**config.mk**
```make
export PLATFORM = sky130hd
export DESIGN_NAME = icache_axi_rd_bridge
export DESIGN_NICKNAME = d
export VERILOG_FILES = /design/src/rtl/axi_pkg.sv /design/src/rtl/icache_axi_rd_bridge.sv
export SDC_FILE = /design/constraint.sdc
export NUM_CORES = 1
export LEC_CHECK = 0
export CAP_MARGIN = 20
export CORE_ASPECT_RATIO = 1.4
export CORE_MARGIN = 3
export CORE_UTILIZATION = 41
export CTS_BUF_LIST = sky130_fd_sc_hd__clkbuf_16
export CTS_CLUSTER_DIAMETER = 100
export DETAILED_ROUTE_END_ITERATION = 8
export PLACE_DENSITY = 0.92
export SLEW_MARGIN = 20
export SYNTH_ARGS = -nofsm -noshare
export SYNTH_HDL_FRONTEND = slang
export SYNTH_SLANG_ARGS = --single-unit
```
**constraint.sdc**
```tcl
create_clock -name clk -period 2.9 [get_ports clk]
set_clock_uncertainty 0.2 [all_clocks]
set_input_delay 0.29 -clock clk [delete_from_list [all_inputs] [get_ports clk]]
set_output_delay 0.29 -clock clk [all_outputs]
set_load 0.03 [all_outputs]
```
**src/rtl/axi_pkg.sv**
```systemverilog
// AXI4 encodings and bridge state type shared by the icache miss path.
// Imported by icache_axi_rd_bridge.
package axi_pkg;

  localparam logic [1:0] AXI_BURST_INCR = 2'b01;
  localparam logic [2:0] AXI_SIZE_4B    = 3'b010;

  localparam logic [1:0] AXI_RESP_OKAY   = 2'b00;
  localparam logic [1:0] AXI_RESP_EXOKAY = 2'b01;
  localparam logic [1:0] AXI_RESP_SLVERR = 2'b10;
  localparam logic [1:0] AXI_RESP_DECERR = 2'b11;

  typedef enum logic [1:0] {
    IDLE,
    ADDR,
    DATA,
    RESP
  } bridge_state_t;

endpackage

```
**src/rtl/icache_axi_rd_bridge.sv**
```systemverilog
// Turns one icache miss (m_strobe/m_a) into a single-beat AXI4 read.
// Abandoned requests still finish on the bus but are dropped silently.
module icache_axi_rd_bridge
  import axi_pkg::*;
#(
  parameter int A_WIDTH  = 32,
  parameter int ID_WIDTH = 4,
  parameter int AXI_ID   = 0
) (
  input  logic                clk,
  input  logic                clrn,
  input  logic [A_WIDTH-1:0]  m_a,
  input  logic                m_strobe,
  output logic [31:0]         m_dout,
  output logic                m_ready,
  output logic                bus_err,
  output logic [ID_WIDTH-1:0] arid,
  output logic [A_WIDTH-1:0]  araddr,
  output logic [7:0]          arlen,
  output logic [2:0]          arsize,
  output logic [1:0]          arburst,
  output logic                arvalid,
  input  logic                arready,
  input  logic [ID_WIDTH-1:0] rid,
  input  logic [31:0]         rdata,
  input  logic [1:0]          rresp,
  input  logic                rlast,
  input  logic                rvalid,
  output logic                rready
);

  bridge_state_t state;
  logic          discard;
  logic          abandon;
  logic          unused_ok;

  assign arid    = ID_WIDTH'(AXI_ID);
  assign arlen   = 8'd0;
  assign arsize  = AXI_SIZE_4B;
  assign arburst = AXI_BURST_INCR;

  assign abandon = !m_strobe
                || (m_a[A_WIDTH-1:2] != araddr[A_WIDTH-1:2]);

  assign unused_ok = ^{m_a[1:0], rresp[0], rlast, rid};

  always_ff @(posedge clk or negedge clrn) begin
    if (!clrn) begin
      state   <= IDLE;
      arvalid <= 1'b0;
      rready  <= 1'b0;
      m_ready <= 1'b0;
      bus_err <= 1'b0;
      m_dout  <= '0;
      araddr  <= '0;
      discard <= 1'b0;
    end else begin
      unique case (state)
        IDLE: begin
          if (m_strobe) begin
            araddr  <= {m_a[A_WIDTH-1:2], 2'b00};
            discard <= 1'b0;
            arvalid <= 1'b1;
            state   <= ADDR;
          end
        end
        ADDR: begin
          if (abandon) discard <= 1'b1;
          if (arready) begin
            arvalid <= 1'b0;
            rready  <= 1'b1;
            state   <= DATA;
          end
        end
        DATA: begin
          if (abandon) discard <= 1'b1;
          if (rvalid) begin
            rready <= 1'b0;
            // late abandonment still suppresses this response
            if (discard || abandon) begin
              state <= IDLE;
            end else begin
              m_dout  <= rdata;
              m_ready <= 1'b1;
              bus_err <= rresp[1];
              state   <= RESP;
            end
          end
        end
        RESP: begin
          m_ready <= 1'b0;
          bus_err <= 1'b0;
          state   <= IDLE;
        end
        default: state <= IDLE;
      endcase
    end
  end

  a_rlast: assert property (
    @(posedge clk) disable iff (!clrn)
    (rvalid && rready) |-> rlast);

  a_r_in_data: assert property (
    @(posedge clk) disable iff (!clrn)
    (rvalid && rready) |-> (state == DATA));

  a_ar_stable: assert property (
    @(posedge clk) disable iff (!clrn)
    (arvalid && !arready) |=> (arvalid && $stable(araddr)));

endmodule
```
==> impl_results.md <==
* Root Buffer Master: clkbuf_16
* Via count at 2504
* P_sw at between 0.0015 and 0.002 W
* Dpl hpwl at 6400 um
* Initial Util at 0.426
* Sw frac at 0.369
* Leakage at 2.22 nW
* Synth warn at 0
* Async SR Flop Fraction at 1.00
* Post-CTS setup repair buffer count at 0
* Chip Width at 82.3 um
* Pins Over Slew Limit at 0
* CP endpoint kind: flop
* Antenna violations before repair at 0
* Cell row count at 38
* Setup ws final at approximately 0.23 ns
* Clk pin slew, worst setup/hold paths at 0.05 ns
* Max-cap viol count at 0
* Worst vdd ir at 0.708 mV
* Global route overflow at 0
* Avg WL per Cell at ~16 um
* Port Buffers at 133
* CTS tree: yes
* Post-Place Cell Area at approximately 4700 um2
* Via-to-Cell Ratio at 4.89
* Sequential share of power at 0.325
* Fin crit period at 2.67 ns
* Library cells used by synthesis at 33
* Die Ht at 113 um
* Sequential share of the synthesized area at 0.517
* Post-synth top flop: dfrtp_1
* Post-synth EDFFs at 0
* Status: completed
* Gpl congestion at a little under 0.8
* Post-CTS Hold Buffers at 1
* Post-Syn Instances at 263
* Post-synthesis cell area at 3340 um2
* Worst-Margin Slew at 0.664 ns
* Final nets at roughly 490
* Clk Latency, worst-skew pair at 0.33 ns
* H-tree levels at 3
* Layout cell share with drive strength beyond 1 at 0.143
* CTS Buffer Depth at 2
* First-pass GRT wire length at 12500 um
* Final hold viol count at 0
* Top delay family on crit path: simple AND/OR/NAND/NOR gates
* Final instance area at 5040 um2
* Most frequent cells in the layout: clkdlybuf4s50_1, dfrtp_1, mux2_2
* Routed wire length at 8180 um
* Pint at 0.00280 W
* CP Max Fanout at 33
* I/O pin cnt at around 160
* Logic gate share of total power at 0.442
* Detailed Routing Iterations Pass 1 at 4
* PD cells at 882 nW/um2
* All-Layer GR Usage at 0.180
* Diodes inserted at 0
* Number of global-route vias before repair at 2610
* Synth top area share at 0.517
* Post-route ant nets at 0
* Final worst-path cycle share at 0.920
* Worst Hold Class: flop to flop
* Die area at around 9300 um2
* Clk pwr share at 0.233
* Required @ worst endpoint at between 2 and 3 ns
* CP bufs+invs at 3
* Top cells by area, synth: dfrtp_1, mux2_2, mux2_1, xnor2_1, buf_4
* Power Total at 0.00444 W
* Seq cells post-synth at between 60 and 70
* Syn Area/Cell at 12.7 um2
* Fmax at 375 MHz
* DRC violations left at 0
* Max stage delay on crit path at 0.61 ns
* Crit Path Category: input port to flop
* RSZ-0062 raised after global routing: false
* Cts repair resizes at 0
* Largest area contributor in the netlist: dfrtp_1
* Worst-path cell chain: clkdlybuf4s50_1 -> xnor2_1 -> buf_4 -> nand3_1 -> or4_1 -> nor4_4 -> buf_12 -> mux2_1
* Most common cell after layout, fill and taps aside: clkdlybuf4s50_1
* Area delta synth->final at 50.9%
* Setup crit start kind: input port
* Critical Path Slowest Stage Cell: or4_1
* Largest net degree at the start of global routing at 43
* Final setup fails at 0
* Core box area at between 7000 and 8000 um2
* DRT iter0 DRCs at 50
* Slew headroom at 0.557
* Data arrival, critical path at 2.67 ns
* Num Clock Sinks at 69
* Pre-CTS setup slack at -0.104 ns
* Total CTS buffers at 9
final cells by class:
| cell class | instances | area [um2] |
|---|---|---|
| clock buffers | 9 | 225 |
| clock inverters | 7 | 58.8 |
| fillers | 611 | 2810 |
| inverters | 4 | 15.0 |
| multi-input cells | 182 | 1470 |
| flip-flops and latches | 69 | 1730 |
| well taps | 100 | 125 |
| repair buffers | 141 | 1410 |
registers in the layout, indices dropped and copies added, names as in the netlist:
register and cells:
m_dout 32, araddr 30, state 2, arvalid 1, bus_err 1, discard 1, m_ready 1, rready 1
cell families after synthesis:
group / Yosys count / synth area share
AND/OR/NAND/NOR: 61 / 0.111
other: 2 / 0.00225
flip-flops: 69 / 0.517
XOR/XNOR: 22 / 0.0577
multiplexers: 63 / 0.212
AO/OA/AOI/OAI: 13 / 0.0247
buffers and inverters: 29 / 0.0607
adder cells (fa/ha/maj): 4 / 0.0150
Yosys cell counts, drive strengths merged (2+ instances only):
master  number
dfrtp       69
mux2        62
buf         22
xnor2       21
nand2b      18
nand4       11
nand2       10
nand3        8
a21oi        6
ha           4
inv          4
clkbuf       3
nor2         3
nor4         3
conb         2
o21ai        2
or4          2
metrics by stage:
| stage | util | setup TNS, ns | std cells | hold slack, ns |
|---|---|---|---|---|
| floorplan | - | 0 | 280 | -0.206 |
| global placement | 0.605 | -0.419 | 495 | 0.149 |
| detailed placement | 0.605 | -2.42 | 495 | 0.158 |
| CTS | 0.642 | 0 | 512 | 0.285 |
| global route | 0.642 | 0 | 512 | 0.297 |
| finish | 0.642 | 0 | 512 | 0.282 |
power by group through the flow:
stage | combinational, W | clock [W] | sequential, W
6_report | 0.00196 | 0.00104 | 0.00145
5_1_grt | 0.00209 | 0.00110 | 0.00149
4_1_cts | 0.00198 | 0.00106 | 0.00145
3_5_place_dp | 0.00197 | 0 | 0.00146
3_3_place_gp | 0.00194 | 0 | 0.00144
2_1_floorplan | 0.000771 | 0 | 0.00188
layer usage:
| layer | vias up | GRT usage | wire length [um] |
|---|---|---|---|
| li1 | 1181 | - | - |
| met1 | 1196 | 0.186 | 2990 |
| met4 | 0 | 0.0721 | 122 |
| met5 | - | 0 | 0 |
| met2 | 117 | 0.325 | 4300 |
| met3 | 10 | 0.0581 | 778 |
final timing paths:
| check | cells past startpoint | from | slack (ns) | endpoint |
|---|---|---|---|---|
| setup / recovery | 8 | m_a[4] | 0.23 | m_dout[22] |
| hold / removal | 1 | m_dout[30] | 0.28 | m_dout[30] |
| setup reg to reg | 7 | araddr[4] | 0.25 | m_dout[22] |
| hold reg to reg | 1 | m_dout[30] | 0.28 | m_dout[30] |
| max in group asynchronous | 3 | clrn | 1.48 | discard |
| min in group asynchronous | 2 | clrn | 0.35 | m_dout[13] |
(Power assumes the default switching activity.)
